File: src/rtl/audio_pkg.sv
// Shared definitions for the audio output router: mode and fader state
// encodings, sample width and stereo packing slices.
package audio_pkg;

  localparam int unsigned SAMPLE_W = 16;

  // Stereo packing: left channel in the upper half, right in the lower half
  localparam int unsigned L_HI = 31;
  localparam int unsigned L_LO = 16;
  localparam int unsigned R_HI = 15;
  localparam int unsigned R_LO = 0;

  typedef enum logic [1:0] {
    MODE_MUTE = 2'd0,
    MODE_DRY  = 2'd1,
    MODE_WET  = 2'd2
  } mode_e;

  typedef enum logic [1:0] {
    STEADY_MUTE = 2'd0,
    STEADY_DRY  = 2'd1,
    STEADY_WET  = 2'd2,
    FADING      = 2'd3
  } fader_state_e;

  // {sw1,sw0}: 01 selects dry, 11 selects wet, anything with sw0 low mutes
  function automatic mode_e decode_mode(input logic [1:0] sw);
    case (sw)
      2'b01:   return MODE_DRY;
      2'b11:   return MODE_WET;
      default: return MODE_MUTE;
    endcase
  endfunction

endpackage

File: src/rtl/audio_route_fader_if.sv
// Sample/switch inputs and mixed DAC outputs of the audio output router.
interface audio_route_fader_if;

  logic        sampleValid;
  logic [31:0] dryIn;
  logic [31:0] wetIn;
  logic        sw0;
  logic        sw1;
  logic [31:0] dacOut;
  logic        dacValid;
  logic        fadeBusy;

  modport master (
    output sampleValid, dryIn, wetIn, sw0, sw1,
    input  dacOut, dacValid, fadeBusy
  );

  modport slave (
    input  sampleValid, dryIn, wetIn, sw0, sw1,
    output dacOut, dacValid, fadeBusy
  );

endinterface

File: src/rtl/audio_mix_channel.sv
// One audio channel of the dry/wet mixer: two gain multiplies registered,
// then sum, arithmetic shift and saturation into a holding output register.
module audio_mix_channel
  import audio_pkg::*;
#(
  parameter int unsigned GAIN_W = 7,
  parameter int unsigned SHIFT  = 6
) (
  input  logic                       clk,
  input  logic                       rst,
  input  logic                       prod_en_i,
  input  logic                       out_en_i,
  input  logic signed [SAMPLE_W-1:0] dry_i,
  input  logic signed [SAMPLE_W-1:0] wet_i,
  input  logic        [GAIN_W-1:0]   g_dry_i,
  input  logic        [GAIN_W-1:0]   g_wet_i,
  output logic        [SAMPLE_W-1:0] y_o
);

  localparam int unsigned P_W = 24;

  logic signed [P_W-1:0]      pDry_d, pWet_d;
  logic signed [P_W-1:0]      pDry_q, pWet_q;
  logic signed [P_W-1:0]      sum, shifted;
  logic        [SAMPLE_W-1:0] y_d, y_q;

  // Gains are unsigned, so they get a zero sign bit before the signed multiply
  always_comb begin
    pDry_d = P_W'(dry_i) * P_W'($signed({1'b0, g_dry_i}));
    pWet_d = P_W'(wet_i) * P_W'($signed({1'b0, g_wet_i}));
  end

  // Product stage, loaded on the sample strobe
  always_ff @(posedge clk) begin
    if (rst) begin
      pDry_q <= '0;
      pWet_q <= '0;
    end else if (prod_en_i) begin
      pDry_q <= pDry_d;
      pWet_q <= pWet_d;
    end
  end

  // Sum, floor-shift back to sample scale, clamp to the 16-bit signed range
  always_comb begin
    sum     = pDry_q + pWet_q;
    shifted = sum >>> SHIFT;
    if (shifted > 24'sd32767) begin
      y_d = 16'h7FFF;
    end else if (shifted < -24'sd32768) begin
      y_d = 16'h8000;
    end else begin
      y_d = shifted[SAMPLE_W-1:0];
    end
  end

  // Output register holds its value between updates
  always_ff @(posedge clk) begin
    if (rst) begin
      y_q <= '0;
    end else if (out_en_i) begin
      y_q <= y_d;
    end
  end

  assign y_o = y_q;

endmodule

File: src/rtl/audio_route_fader.sv
// Click-free router between ADC (dry), filter (wet) and DAC. Per-source gains
// ramp one step per sample toward the targets of the switch-selected mode;
// mixing uses the gains held before each strobe's update.
module audio_route_fader
  import audio_pkg::*;
#(
  parameter int unsigned RAMP_LOG2 = 6
) (
  input  logic                clk,
  input  logic                rst,
  audio_route_fader_if.slave  bus
);

  localparam int unsigned     GW         = RAMP_LOG2 + 1;
  localparam logic [GW-1:0]   RAMP_STEPS = GW'(2 ** RAMP_LOG2);

  mode_e         mode;
  logic [GW-1:0] tgtDry, tgtWet;
  logic [GW-1:0] gDry_d, gDry_q;
  logic [GW-1:0] gWet_d, gWet_q;
  fader_state_e  state_d, state_q;
  logic          vld1_q;
  logic          dacValid_q;
  logic [SAMPLE_W-1:0] yL, yR;

  function automatic logic [GW-1:0] step_toward(input logic [GW-1:0] g,
                                                input logic [GW-1:0] t);
    if (g < t)      return g + GW'(1);
    else if (g > t) return g - GW'(1);
    else            return g;
  endfunction

  // Mode decode and gain targets from the current switch levels
  always_comb begin
    mode   = decode_mode({bus.sw1, bus.sw0});
    tgtDry = (mode == MODE_DRY) ? RAMP_STEPS : '0;
    tgtWet = (mode == MODE_WET) ? RAMP_STEPS : '0;
  end

  // Gain ramp and fader state advance only on a sample strobe
  always_comb begin
    gDry_d  = gDry_q;
    gWet_d  = gWet_q;
    state_d = state_q;
    if (bus.sampleValid) begin
      gDry_d = step_toward(gDry_q, tgtDry);
      gWet_d = step_toward(gWet_q, tgtWet);
      if (gDry_d == tgtDry && gWet_d == tgtWet) begin
        case (mode)
          MODE_DRY: state_d = STEADY_DRY;
          MODE_WET: state_d = STEADY_WET;
          default:  state_d = STEADY_MUTE;
        endcase
      end else begin
        state_d = FADING;
      end
    end
  end

  // Gain, state and valid-pipeline registers
  always_ff @(posedge clk) begin
    if (rst) begin
      gDry_q     <= '0;
      gWet_q     <= '0;
      state_q    <= STEADY_MUTE;
      vld1_q     <= 1'b0;
      dacValid_q <= 1'b0;
    end else begin
      gDry_q     <= gDry_d;
      gWet_q     <= gWet_d;
      state_q    <= state_d;
      vld1_q     <= bus.sampleValid;
      dacValid_q <= vld1_q;
    end
  end

  audio_mix_channel #(.GAIN_W(GW), .SHIFT(RAMP_LOG2)) u_mix_l (
    .clk       (clk),
    .rst       (rst),
    .prod_en_i (bus.sampleValid),
    .out_en_i  (vld1_q),
    .dry_i     (bus.dryIn[L_HI:L_LO]),
    .wet_i     (bus.wetIn[L_HI:L_LO]),
    .g_dry_i   (gDry_q),
    .g_wet_i   (gWet_q),
    .y_o       (yL)
  );

  audio_mix_channel #(.GAIN_W(GW), .SHIFT(RAMP_LOG2)) u_mix_r (
    .clk       (clk),
    .rst       (rst),
    .prod_en_i (bus.sampleValid),
    .out_en_i  (vld1_q),
    .dry_i     (bus.dryIn[R_HI:R_LO]),
    .wet_i     (bus.wetIn[R_HI:R_LO]),
    .g_dry_i   (gDry_q),
    .g_wet_i   (gWet_q),
    .y_o       (yR)
  );

  assign bus.dacOut   = {yL, yR};
  assign bus.dacValid = dacValid_q;
  assign bus.fadeBusy = (state_q == FADING);

endmodule

File: src/flat_wrapper.sv
// flat-port wrapper written by rule: the top's interface ports become plain ports
module audio_route_fader_flat import audio_pkg::*;
#(
  parameter int unsigned RAMP_LOG2 = 6
)
  (clk, rst, bus_sampleValid, bus_dryIn, bus_wetIn, bus_sw0, bus_sw1, bus_dacOut, bus_dacValid, bus_fadeBusy);
  audio_route_fader_if bus_i ();
  input  logic clk;
  input  logic rst;
  input wire logic [$bits(bus_i.sampleValid)-1:0] bus_sampleValid;
  input wire logic [$bits(bus_i.dryIn)-1:0] bus_dryIn;
  input wire logic [$bits(bus_i.wetIn)-1:0] bus_wetIn;
  input wire logic [$bits(bus_i.sw0)-1:0] bus_sw0;
  input wire logic [$bits(bus_i.sw1)-1:0] bus_sw1;
  output wire logic [$bits(bus_i.dacOut)-1:0] bus_dacOut;
  output wire logic [$bits(bus_i.dacValid)-1:0] bus_dacValid;
  output wire logic [$bits(bus_i.fadeBusy)-1:0] bus_fadeBusy;
  assign bus_i.sampleValid = bus_sampleValid;
  assign bus_i.dryIn = bus_dryIn;
  assign bus_i.wetIn = bus_wetIn;
  assign bus_i.sw0 = bus_sw0;
  assign bus_i.sw1 = bus_sw1;
  assign bus_dacOut = bus_i.dacOut;
  assign bus_dacValid = bus_i.dacValid;
  assign bus_fadeBusy = bus_i.fadeBusy;
  audio_route_fader #(.RAMP_LOG2(RAMP_LOG2)) u_core (.clk(clk), .rst(rst), .bus(bus_i));
endmodule
File: config.mk
export PLATFORM = sky130hd
export DESIGN_NAME = audio_route_fader_flat
export DESIGN_NICKNAME = d
export VERILOG_FILES = /design/src/rtl/audio_pkg.sv /design/src/rtl/audio_route_fader_if.sv /design/src/rtl/audio_mix_channel.sv /design/src/rtl/audio_route_fader.sv /design/src/flat_wrapper.sv
export SDC_FILE = /design/constraint.sdc
export NUM_CORES = 1
export LEC_CHECK = 0
export ABC_AREA = 1
export CORE_MARGIN = 2
export CORE_UTILIZATION = 60
export CTS_CLUSTER_DIAMETER = 200
export DETAILED_ROUTE_END_ITERATION = 10
export GPL_ROUTABILITY_DRIVEN = 0
export MAX_ROUTING_LAYER = met4
export PLACE_DENSITY = 0.9
export SLEW_MARGIN = 30
export SYNTH_ARGS = -nofsm -noshare
export SYNTH_HDL_FRONTEND = slang
export SYNTH_SLANG_ARGS = --single-unit
File: constraint.sdc
create_clock -name clk -period 6.7 [get_ports clk]
set_input_delay 1.34 -clock clk [delete_from_list [all_inputs] [get_ports clk]]
set_output_delay 1.34 -clock clk [all_outputs]
set_load 0.02 [all_outputs]
After elaboration in Yosys (flattened, before gate mapping)
Index checks and enable logic that the tools add are counted.

Flip-flop bits (word level): 146. Output and inout bits: 34.

Add/subtract/negate cells: 6. $mul: 4. Order comparisons: 8. Equal/unequal tests: 7. Muxes and demuxes: 15. Reductions and logical operators: 1.

Operator list (count): $mul 16x8->24 (4); $mux 16 (4); $mux 7 (8); $add 24x24->24 (2); $gt 18x16->1 const B (2); $lt 18x16->1 const B (2); $add 7x1->7 const B (2); $eq 7x7->1 (2); $gt 7x7->1 (2); $lt 7x7->1 (2); $sub 7x1->7 const B (2); $pmux 2 s2 (2); $eq 2x2->1 const B (3); $eq 2x1->1 const B (2); $mux 2 (1); $logic_and 1x1->1 (1).

Longest topological paths before layout
Depth after elaboration: 11. Depth in mapped cells: 25.

By module
A second synthesis with hierarchy kept.

Cell total of the unflattened synthesis: 4056. Area total of the unflattened synthesis: 27213.6 µm².

Modules (own cells, without submodules): audio_mix_channel at u_core.u_mix_l (instances 1, cells each 1906, area an instance 12828.6 µm²); audio_mix_channel at u_core.u_mix_r (instances 1, cells each 1900, area an instance 12788.5 µm²); audio_route_fader (instances 1, cells each 250, area an instance 1596.5 µm²).

Least setup slack after synthesis
No wires, ideal clock.

Kind: input to register. Start: in bus_wetIn[5]. End: reg u_core.u_mix_r.pWet_q[18]. Setup time: 56 ps. Arrival: 5019 ps. Slack: 1626 ps. Cell stages on the path: 20. Path buffers: 0. Path through: nand2_1 inv_1 fa_1 inv_1 fa_1 inv_1 fa_1 inv_1 fa_1 inv_1 ha_1 nand2_1 o21ai_0 nor2_1 o21ai_0 nand2_1 a21oi_1 nand3b_1 nand2_1 inv_1.

Cells in the longest elaborated chain, start to end: 1.

Ends and longest elaborated chain: start, declared (line flat_wrapper.sv:12) `input wire logic [$bits(bus_i.wetIn)-1:0] bus_wetIn;`; $mul 16x8->24 (line audio_mix_channel.sv:30) `pWet_d = P_W'(wet_i) * P_W'($signed({1'b0, g_wet_i}));`; end signal, assigned (line audio_mix_channel.sv:40) `pWet_q <= pWet_d;`; end, declared (line audio_mix_channel.sv:23) `logic signed [P_W-1:0] pDry_q, pWet_q;`.

Every way passes these cells. A chain may end at the register's enable or synchronous reset.

Worst setup path after layout
Start: in bus_dryIn[9]. End: reg u_core.u_mix_r.pDry_q[17].

Cells in the longest elaborated chain, start to end: 1.

Ends and longest elaborated chain: start, declared (line flat_wrapper.sv:11) `input wire logic [$bits(bus_i.dryIn)-1:0] bus_dryIn;`; $mul 16x8->24 (line audio_mix_channel.sv:29) `pDry_d = P_W'(dry_i) * P_W'($signed({1'b0, g_dry_i}));`; end signal, assigned (line audio_mix_channel.sv:39) `pDry_q <= pDry_d;`; end, declared (line audio_mix_channel.sv:23).

Every way passes these cells.

==> flow_summary_export.csv <==
group,metric,value,unit
status,status,"complete, no violations",
detailed_routing,wl,63600,um
detailed_routing,via_per_inst,5.27,
setup_path,r2r_cells,19,
final_layout,nets,4706,
power,pwr_density_cell,244,mW/mm2
sta,fin_crit_sh,84.7,%
setup_path,r2r_slack,1.32,ns
clock_network,cts_made_buffers,17,
yosys,yosysSeqAreaShare,10.9,%
yosys,async_flop_share,0,%
flow_run,drv_cap,0,
clock_network,hold_buffers,0,
sta,finalSetupViolations,0,
placed_design,port_buffers,102,
sta,worstMarginPinSlew,1.01,ns
setup_path,start_kind,"primary input",
power,p_leak,18.1,nW
sta,slew_violations,0,
final_layout,syn_to_final_growth,7.86,%
sta,fin_crit,5.68,ns
yosys,synth_top_cell_by_area,"fa_1",
die,die_w,216,um
yosys,synth-edff-count,0,
yosys,ys_types,42,
setup_path,critPathArrivalTime,6.01,ns
clock_network,clockBufferDepth,2,
die,row_count,77,
final_layout,nFillCells,3571,
sta,max_freq,176,MHz
min_path,min_from,"u_core.u_mix_l.pWet_q[0]",
min_path,hp-class,"flop to flop",
die,io_pins,103,
sta,rsz0062_at_grt,"no",
min_path,hold_depth,2,
sta,slew_headroom,32.7,%
yosys,yosys_warnings,0,
detailed_routing,antenna_left,0,
detailed_routing,firstDrtPassIters,7,
grt,grt.overflow.total,0,
clock_network,cts_resized,0,
placed_design,pre_cts_ws,0.630,ns
yosys,synthFlopType,"dfxtp_1",
yosys,syn-num-nets,4665,
setup_path,crit_type,"primary input to flop",
yosys,synthCells,4004,
setup_path,required,7.03,ns
die,core,0.0442,mm2
yosys,avgSynthCellArea,6.71,um2
final_layout,drive_above_1_share,2.14,%
die,start_util,60.8,%
grt,grt_util_all_layers,28.8,%
yosys,yosys_register_bits,146,
clock_network,cts_tree,"done",
final_layout,antennaDiodeCount,0,
setup_path,r2r_end,"u_core.u_mix_r.pDry_q[17]",
setup_path,critPathMaxFanout,7,
die,die_area,0.0465,mm2
clock_network,path_clk_slew,0.06,ns
clock_network,insertion_delay,0.44,ns
detailed_routing,drcViolationCount,0,
clock_network,cts_root_buf,"clkbuf_16",
placed_design,dp_hpwl,51500,um
detailed_routing,num_vias,24500,
sta,skew,0.00904,ns
setup_path,end_kind,"flop",
die,die_height,216,um
min_path,worstHoldEndpoint,"u_core.u_mix_l.pWet_q[0]",
clock_network,cts_setup_buffers,0,
power,ir_drop,0.213,mV
grt,grt_pass1_wl,109000,um
yosys,mappedNetlistArea,0.0269,mm2
clock_network,clock_sinks,146,
grt,grt_pass1_vias,24500,
detailed_routing,post_drt_wl_per_cell,13.7,um
setup_path,worstReg2RegStart,"u_core.gDry_q[3]",
sta,setup_slack,1.02,ns
detailed_routing,drtIter0Drc,1917,
clock_network,h-tree-depth,4,
grt,grt_max_degree,103,
sta,final_hold_viol_count,0,
grt,antenna_found_initial,0,
yosys,synth_area_leaders,"fa_1, inv_1, nand2_1",
yosys,netlist.area_leader.share,25.6,%
sta,final.setup.tns,0,ns
==> cells in the mapped netlist, drive strengths merged, types with 3 or more instances <==
cell type  count
nand3b         6
nor4           3
o21bai        12
a21o          11
inv         1136
o211ai        20
dfxtp        146
o21ai        182
o221ai         3
nor3          32
ha           248
nor2         292
xor2          45
or2            5
a31oi         12
nand4         48
nand2        966
and2           3
a21boi        11
xnor2         48
buf           15
o31ai          5
clkbuf        88
a21oi        191
nand3        127
fa           344
==> registers in the layout, indices dropped and copies added, names as in the netlist <==
signal,cells
u_core.bus.dacValid,1
u_core.gDry_q,7
u_core.gWet_q,7
u_core.state_q,2
u_core.u_mix_l.pDry_q,24
u_core.u_mix_l.pWet_q,24
u_core.u_mix_l.y_o,16
u_core.u_mix_r.pDry_q,24
u_core.u_mix_r.pWet_q,24
u_core.u_mix_r.y_o,16
u_core.vld1_q,1
==> cell families after synthesis <==
kind of cell,share of synthesized area (%)
compound gates,9.22
xor+xnor,3.03
fa+ha+maj,37.2
buf+inv,17.4
flops,10.9
simple gates,22.2
==> report_power, final <==
part / total, mW / switching [mW] / internal [mW]
Combinational: 4.88 / 3.09 / 1.79
Clock: 0.966 / 0.389 / 0.578
Sequential: 1.21 / 0.179 / 1.03
Total: 7.06 / 3.66 / 3.41
==> worst max-delay path by stage <==
stage                              from                        end  slack [ns]  cells past startpoint
after floorplan            bus_wetIn[5]  u_core.u_mix_r.pWet_q[18]        1.63                     20
after global placement    bus_dryIn[12]  u_core.u_mix_r.pDry_q[17]        0.72                     19
after detailed placement  bus_dryIn[12]  u_core.u_mix_r.pDry_q[17]        0.63                     19
after CTS                 bus_dryIn[12]  u_core.u_mix_r.pDry_q[17]        1.08                     19
after global routing       bus_wetIn[9]  u_core.u_mix_r.pWet_q[19]        0.72                     19
final                      bus_dryIn[9]  u_core.u_mix_r.pDry_q[17]        1.02                     19
==> per-stage QoR <==
step	instances	utilization, %	area [um2]	hold slack, ns	power (mW)
floorplan	4004	-	26900	0.445	4.83
global placement	4618	64.2	28400	0.455	5.88
detailed placement	4618	64.2	28400	0.458	6.03
CTS	4650	65.5	29000	0.467	7.03
global route	4650	65.5	29000	0.478	7.80
finish	4650	65.5	29000	0.469	7.06
==> placed cells by master, fill, tap and decap left out, types with 4 or more instances in the layout <==
master,instances
clkinv_2,4
a31oi_1,12
nand3b_1,6
nand2_2,8
a21oi_1,187
o21bai_1,12
inv_1,1134
xor2_1,45
nor3_1,31
or2_2,4
o211ai_1,20
o21ai_0,179
o31ai_1,5
dfxtp_1,144
buf_4,23
clkdlybuf4s50_1,100
nand4_1,48
xnor2_1,48
nor2_2,4
a21o_1,11
a21boi_0,11
clkbuf_16,17
nor2_1,288
nand2_1,958
nand3_1,125
fa_1,344
ha_1,248
==> worst max-delay path: stages <==
cell	delay (ns)
clkdlybuf4s50_1	0.64
nand2_1	0.10
inv_1	0.09
fa_1	0.46
fa_1	0.53
fa_1	0.52
inv_1	0.06
fa_1	0.48
inv_1	0.05
ha_1	0.35
nand2_1	0.12
nor2_1	0.14
inv_1	0.05
nor3_1	0.27
a21oi_1	0.18
o21ai_0	0.32
nor2_1	0.08
o21ai_0	0.18
inv_1	0.05
==> per-layer routing <==
| metal | up-vias | track usage (%) | share of wire (%) |
|---|---|---|---|
| met2 | 917 | 51.0 | 50 |
| met5 | - | - | 0 |
| met1 | 11400 | 33.2 | 40 |
| met3 | 200 | 2.95 | 5.8 |
| li1 | 12000 | - | - |
| met4 | 0 | 12.3 | 4.2 |
==> area by class of cell <==
| class | instances | area, um2 | area share [%] |
|---|---|---|---|
| clock buffers | 20 | 467 | 1.61 |
| clock inverters | 12 | 130 | 0.449 |
| inverters | 1136 | 4270 | 14.7 |
| multi-input cells | 2619 | 19300 | 66.5 |
| flip-flops and latches | 146 | 2930 | 10.1 |
| well taps | 592 | 741 | 2.56 |
| repair buffers | 125 | 1190 | 4.11 |
Note: power is estimated with default switching activity, not from simulation.
